`config.mk`:
```
export PLATFORM = sky130hd
export DESIGN_NAME = clk_tick_sched
export DESIGN_NICKNAME = d
export VERILOG_FILES = /design/src/rtl/clk_tick_sched.sv
export SDC_FILE = /design/constraint.sdc
export NUM_CORES = 1
export LEC_CHECK = 0
export BUFFER_PORTS_ARGS = -buffer_cell sky130_fd_sc_hd__buf_2
export CAP_MARGIN = 0
export CORE_UTILIZATION = 53
export DETAILED_ROUTE_END_ITERATION = 6
export PLACE_DENSITY = 0.86
export SLEW_MARGIN = 10
export SYNTH_ARGS = -nofsm -noshare
export SYNTH_HDL_FRONTEND = slang
export SYNTH_SLANG_ARGS = --single-unit
```
`constraint.sdc`:
```
create_clock -name clk_i -period 2.7 [get_ports clk_i]
set_input_delay 0.675 -clock clk_i [delete_from_list [all_inputs] [get_ports clk_i]]
set_output_delay 0.675 -clock clk_i [all_outputs]
set_load 0.02 [all_outputs]
```
`src/rtl/clk_tick_sched.sv`:
```
// Clock-enable scheduler: emits one-cycle tick_o strobes every div_q cycles in RUN,
// a counted burst of ticks in STEP, and nothing in IDLE.
module clk_tick_sched #(
    parameter int unsigned DIV_W       = 16,
    parameter int unsigned STEP_W      = 8,
    parameter int unsigned DEFAULT_DIV = 4
) (
    input  logic              clk_i,
    input  logic              rst_i,
    input  logic              cfg_valid_i,
    input  logic [DIV_W-1:0]  cfg_div_i,
    output logic              cfg_ready_o,
    input  logic              run_i,
    input  logic              step_valid_i,
    input  logic [STEP_W-1:0] step_cnt_i,
    output logic              step_ready_o,
    input  logic              halt_i,
    output logic              tick_o,
    output logic              step_done_o,
    output logic              busy_o,
    output logic [1:0]        state_o
);

    typedef enum logic [1:0] {
        ST_IDLE = 2'b00,
        ST_RUN  = 2'b01,
        ST_STEP = 2'b10
    } state_e;

    localparam logic [DIV_W-1:0]  DIV_ONE     = DIV_W'(1);
    localparam logic [DIV_W-1:0]  DIV_RESET   = DIV_W'(DEFAULT_DIV);
    localparam logic [STEP_W-1:0] STEP_ONE    = STEP_W'(1);

    state_e              state_q, state_d;
    logic [DIV_W-1:0]    div_q, div_d;
    logic [DIV_W-1:0]    cnt_q, cnt_d;
    logic [STEP_W-1:0]   rem_q, rem_d;
    logic                tick_q, tick_d;
    logic                done_q, done_d;

    logic                cfg_ready;
    logic                step_ready;
    logic                cfg_fire;
    logic                step_fire;
    logic                terminal;

    // Handshakes: a transfer happens on a cycle where valid and ready are both high;
    // ready depends only on state and the mode inputs, never on valid.
    always_comb begin
        cfg_ready  = (state_q == ST_IDLE) && !halt_i;
        step_ready = (state_q == ST_IDLE) && !run_i && !halt_i;
        cfg_fire   = cfg_valid_i && cfg_ready;
        step_fire  = step_valid_i && step_ready;
        terminal   = (cnt_q == (div_q - DIV_ONE));
    end

    always_comb begin
        state_d = state_q;
        div_d   = div_q;
        cnt_d   = cnt_q;
        rem_d   = rem_q;
        tick_d  = 1'b0;
        done_d  = 1'b0;

        case (state_q)
            ST_IDLE: begin
                if (cfg_fire) begin
                    div_d = (cfg_div_i == '0) ? DIV_ONE : cfg_div_i;
                end
                if (!halt_i) begin
                    if (run_i) begin
                        state_d = ST_RUN;
                        cnt_d   = '0;
                    end else if (step_fire) begin
                        if (step_cnt_i != '0) begin
                            state_d = ST_STEP;
                            cnt_d   = '0;
                            rem_d   = step_cnt_i;
                        end else begin
                            done_d = 1'b1;
                        end
                    end
                end
            end

            ST_RUN: begin
                // Leaving RUN suppresses the tick even when the count is terminal.
                if (halt_i || !run_i) begin
                    state_d = ST_IDLE;
                    cnt_d   = '0;
                    rem_d   = '0;
                end else if (terminal) begin
                    cnt_d  = '0;
                    tick_d = 1'b1;
                end else begin
                    cnt_d = cnt_q + DIV_ONE;
                end
            end

            ST_STEP: begin
                if (halt_i) begin
                    state_d = ST_IDLE;
                    cnt_d   = '0;
                    rem_d   = '0;
                end else if (terminal) begin
                    cnt_d  = '0;
                    tick_d = 1'b1;
                    rem_d  = rem_q - STEP_ONE;
                    if (rem_q == STEP_ONE) begin
                        state_d = ST_IDLE;
                        done_d  = 1'b1;
                    end
                end else begin
                    cnt_d = cnt_q + DIV_ONE;
                end
            end

            default: begin
                state_d = ST_IDLE;
                cnt_d   = '0;
                rem_d   = '0;
            end
        endcase
    end

    always_ff @(posedge clk_i) begin
        if (rst_i) begin
            state_q <= ST_IDLE;
            div_q   <= DIV_RESET;
            cnt_q   <= '0;
            rem_q   <= '0;
            tick_q  <= 1'b0;
            done_q  <= 1'b0;
        end else begin
            state_q <= state_d;
            div_q   <= div_d;
            cnt_q   <= cnt_d;
            rem_q   <= rem_d;
            tick_q  <= tick_d;
            done_q  <= done_d;
        end
    end

    assign cfg_ready_o  = cfg_ready;
    assign step_ready_o = step_ready;
    assign tick_o       = tick_q;
    assign step_done_o  = done_q;
    assign busy_o       = (state_q != ST_IDLE);
    assign state_o      = state_q;

endmodule

```
==> implementation parameters <==
Parameter                              Value

Synth
  Total of warnings raised by yosys ... 0
  Cell type with the highest aggregate area in the netlist ... sky130_fd_sc_hd__dfxtp_1
  Count of distinct cell types in the synthesized netlist ... between 60 and 70
  Post-synth net total ... ~420
  Main synth FF type ... sky130_fd_sc_hd__dfxtp_1
  Post-synthesis share of cell area spent on xor and xnor gates ... 5.80%
  Proportion of synthesized area in mux cells ... 2.82%
  Share of synthesized registers carrying an async set or reset ... 0%
  Adder and majority gate portion of the synthesized area ... just under 3%
  Largest cells by area after synthesis ... sky130_fd_sc_hd__dfxtp_1 (29%), sky130_fd_sc_hd__nand2_1 (6.6%), sky130_fd_sc_hd__a32oi_1 (4.1%)
  Post-synth design cell area ... a little over 3000 um2
  Fraction of the mapped netlist area in compound gates ... 23.3%
  Mean area per synthesized cell ... between 7 and 8 um2
  Number of synthesized flops with an enable pin ... 0
  Total of flip-flops plus latches after synthesis ... between 40 and 50
  Sequential element share of the synthesized area ... between 20% and 30%
  Post-synthesis cell count ... ~390
  Simple-gate portion of the synthesized area ... 30.8%
  Top cell type's share of synthesized area ... between 20 and 30%
  Main combinational cell family by area after synthesis ... simple AND/OR/NAND/NOR gates

Die
  Num rows ... 27
  Die Width ... ~77 um
  Height of the chip ... roughly 77 um
  Starting utilization of the core area ... 54.8%
  Area enclosed by the die boundary ... 6000 um2
  Area of the core ... between 5000 and 6000 um2
  IO Pins ... 37

Worst setup path
  Cell breakdown of the critical path ... buf_4, buf_4, nor3_1, xnor2_1, o2111ai_2, a2111o_1, or4_4, buf_6, or3_1, a31oi_1
  Launch point of the worst path ... div_q[0]
  Launching element type of the critical path ... register
  Slowest cell on the critical path ... sky130_fd_sc_hd__or4_4
  CP Max Fanout ... 6
  Crit-path leading delay family ... simple AND/OR/NAND/NOR gates
  Register-to-Register Path Depth ... 10
  Biggest cell delay along the critical path ... just under 600 ps
  Reg-to-reg critical path startpoint ... div_q[0]
  Endpoint kind of the worst setup timing path ... register
  Data required, critical path ... 2920 ps
  Arrival time of data at the critical path endpoint ... approximately 3200 ps
  Worst-case register-to-register setup slack ... -240 ps
  Worst setup path endpoint ... rem_q[6]
  Worst Path Buf+Inv ... 3
  Most numerous cell on the critical path ... sky130_fd_sc_hd__buf_4
  Levels on crit path ... 10
  Endpoint of the most critical register-to-register path ... rem_q[6]
  Crit Path Class ... register to register

Routing
  Number of design-rule violations left by the first detailed-router iteration ... a little under 300
  Aggregate routed wire length ... 8.88 mm
  First drt pass iteration count ... 5
  Avg WL per Cell ... between 15 and 20 um
  Antenna Nets Post-Route ... 0
  Total DRC errors in the routed layout ... 0
  Vias per std cell ... 6.16
  Total vias in the final route ... between 3000 and 4000

Power and ir drop
  Post-layout power ... just over 2 mW
  Power per Cell Area ... around 540 nW/um2
  Worst voltage drop across the vdd grid ... approximately 0.33 mV
  Static leakage ... 1.54 nW

CTS
  Count of hold-fix buffers inserted at cts ... 0
  Max H-tree Level ... 2
  Clk pin slew, worst setup/hold paths ... roughly 80 ps
  Root buffer cell ... sky130_fd_sc_hd__clkbuf_8
  Clock buffer depth ... 2
  Insertion delay of the later-clocked pin in the worst-skew pair ... 300 ps
  Number of sinks on the clock net ... 44
  TritonCTS Buffers ... 5
  CTS tree ... yes

Finish
  Fraction of layout cells with a size suffix above 1 ... 28.7%
  Area growth from synthesis to layout ... 26.6%
  Design Area, Final ... ~3800 um2
  Nets ... about 490
  # diodes ... 0

Timing
  Setup repair after global routing missed its margin ... true
  Sum Neg Setup Slack ... -4410 ps
  Min cycle time layout ... just under 3000 ps
  Setup slack of the critical path after layout ... -243 ps
  Tightest slew margin relative to the limit ... 56.9%
  Number of failing hold endpoints at the final stage ... 0
  Actual transition at the worst max-transition pin ... between 600 and 700 ps
  Highest achievable clock rate ... about 340 MHz
  Worst clock skew on the final layout ... about 2.8 ps
  Share of the clock period used by the worst path after layout ... 109%
  Total count of max-transition violations in the final report ... 0
  Setup-failing EPs final ... 25

GRT
  Met2 capacity usage during global routing ... ~56%
  Maximum number of pins on one net before global-route repair ... 36
  Met1 Usage GRT ... about a third
  Met3 layer usage reported by global route ... 5.41%
  Grt total ovfl ... 0
  First-pass GRT wire length ... around 15 mm
  Initial antenna violation count ... 0
  Vias in the first global route ... between 3000 and 4000
  All-Layer GR Usage ... a little under a third
  Busiest layer in global routing ... met2

Status
  Violations in the final reports ... setup timing
  Outcome ... complete, but fails checks

Job
  Max-cap violations ... 0

Place
  Post-detailed-placement half-perimeter wirelength ... ~6.1 mm
  Gp weighted congestion ... 0.879
  Number of port buffers ... 36
  Placed Instance Area ... 3560 um2

Hold path
  Type of the most critical hold path ... register to register
## tightest hold or removal path, cell delays in order (launching register included)
cell,delay [ps]
sky130_fd_sc_hd__dfxtp_2,340
sky130_fd_sc_hd__nand2_1,60
sky130_fd_sc_hd__a21oi_1,70
## cell usage after synthesis (all sizes together), types with 3 or more instances
master  number
a21oi       22
a22oi        4
a31oi        4
a32oi       14
and3         5
and3b        5
buf          5
clkbuf      21
dfxtp       44
ha           7
inv         13
mux2         5
nand2       53
nand2b       8
nand3       10
nand3b       5
nand4        4
nor2        27
nor2b        5
nor3         9
nor3b       11
nor4        11
o21a         3
o21ai        9
o21bai       5
o22ai        3
o31a         3
o31ai        6
o41ai        4
or2          3
or3          4
or4          5
xnor2        9
xor2        11
## report_power, final
group          switching, mW  total (mW)  internal (mW)  leakage [nW]
Combinational          0.483       0.883          0.400          1.13
Clock                  0.230       0.434          0.205        0.0510
Sequential            0.0513       0.756          0.705         0.359
## flip-flops by register name, indices dropped and copies added (netlist names)
signal / count
cnt_q: 16
div_q: 16
rem_q: 8
state_o: 2
step_done_o: 1
tick_o: 1
## layout by cell type (no fill, tap or decap), types with 6 or more instances in the layout
master / count
sky130_fd_sc_hd__xor2_1: 11
sky130_fd_sc_hd__xnor2_1: 9
sky130_fd_sc_hd__inv_1: 12
sky130_fd_sc_hd__nor4_1: 9
sky130_fd_sc_hd__dfxtp_1: 39
sky130_fd_sc_hd__buf_4: 48
sky130_fd_sc_hd__o31ai_1: 6
sky130_fd_sc_hd__nand2b_1: 8
sky130_fd_sc_hd__a21oi_1: 22
sky130_fd_sc_hd__nand2_1: 53
sky130_fd_sc_hd__buf_2: 36
sky130_fd_sc_hd__clkbuf_8: 6
sky130_fd_sc_hd__nand3_1: 10
sky130_fd_sc_hd__nor3b_1: 11
sky130_fd_sc_hd__a32oi_1: 13
sky130_fd_sc_hd__nor3_1: 6
sky130_fd_sc_hd__nor2_1: 27
sky130_fd_sc_hd__o21ai_1: 6
## how the worst min path moves through the flow
stage | startpoint | end | slack [ps] | cells past startpoint
after floorplan | div_q[15] | div_q[15] | 450 | 2
after global placement | div_q[1] | div_q[1] | 480 | 2
after detailed placement | div_q[15] | div_q[15] | 490 | 2
after CTS | div_q[1] | div_q[1] | 490 | 2
after global routing | div_q[15] | div_q[15] | 550 | 2
final | div_q[1] | div_q[1] | 520 | 2
## per-layer routing
layer | vias up | wire length, um | share of wire (%)
li1 | 1564 | - | -
met1 | 1526 | 3520 | 40
met2 | 134 | 4490 | 51
met3 | 33 | 497 | 5.6
met4 | 0 | 371 | 4.2
met5 | - | 0 | 0
## through the flow
stage          hold slack [ps]  worst slack (ps)  utilization, %  std cells
4_1_cts                    486              -179            68.2        529
3_3_place_gp               476              -256            64.7        515
6_report                   516              -243            69.4        529
2_1_floorplan              448              -126               -        385
5_1_grt                    550              -349            69.4        529
3_5_place_dp               494              -323            64.7        515
## cells by family after synthesis
| family | count (synthesis) |
|---|---|
| AND/OR/NAND/NOR | 172 |
| adder cells (fa/ha/maj) | 7 |
| XOR/XNOR | 20 |
| multiplexers | 6 |
| flip-flops | 44 |
| buffers and inverters | 39 |
| AO/OA/AOI/OAI | 97 |
## repair_timing
action / 4_1_cts / 5_1_grt
endpoints found under the setup margin: 26 / 29
hold endpoints to repair: 0 / 0
resized for setup: 18 / 15
pin swaps: 9 / 9
setup buffers: 6 / 1
## final cells by class
cell class              count  area, um2
flip-flops and latches     44        890
fillers                   432       1680
clock inverters             2       10.0
well taps                  72       90.1
clock buffers               6       82.6
inverters                  13       48.8
multi-input cells         302       2090
repair buffers             90        617
Power figures use the tool's default switching activity.
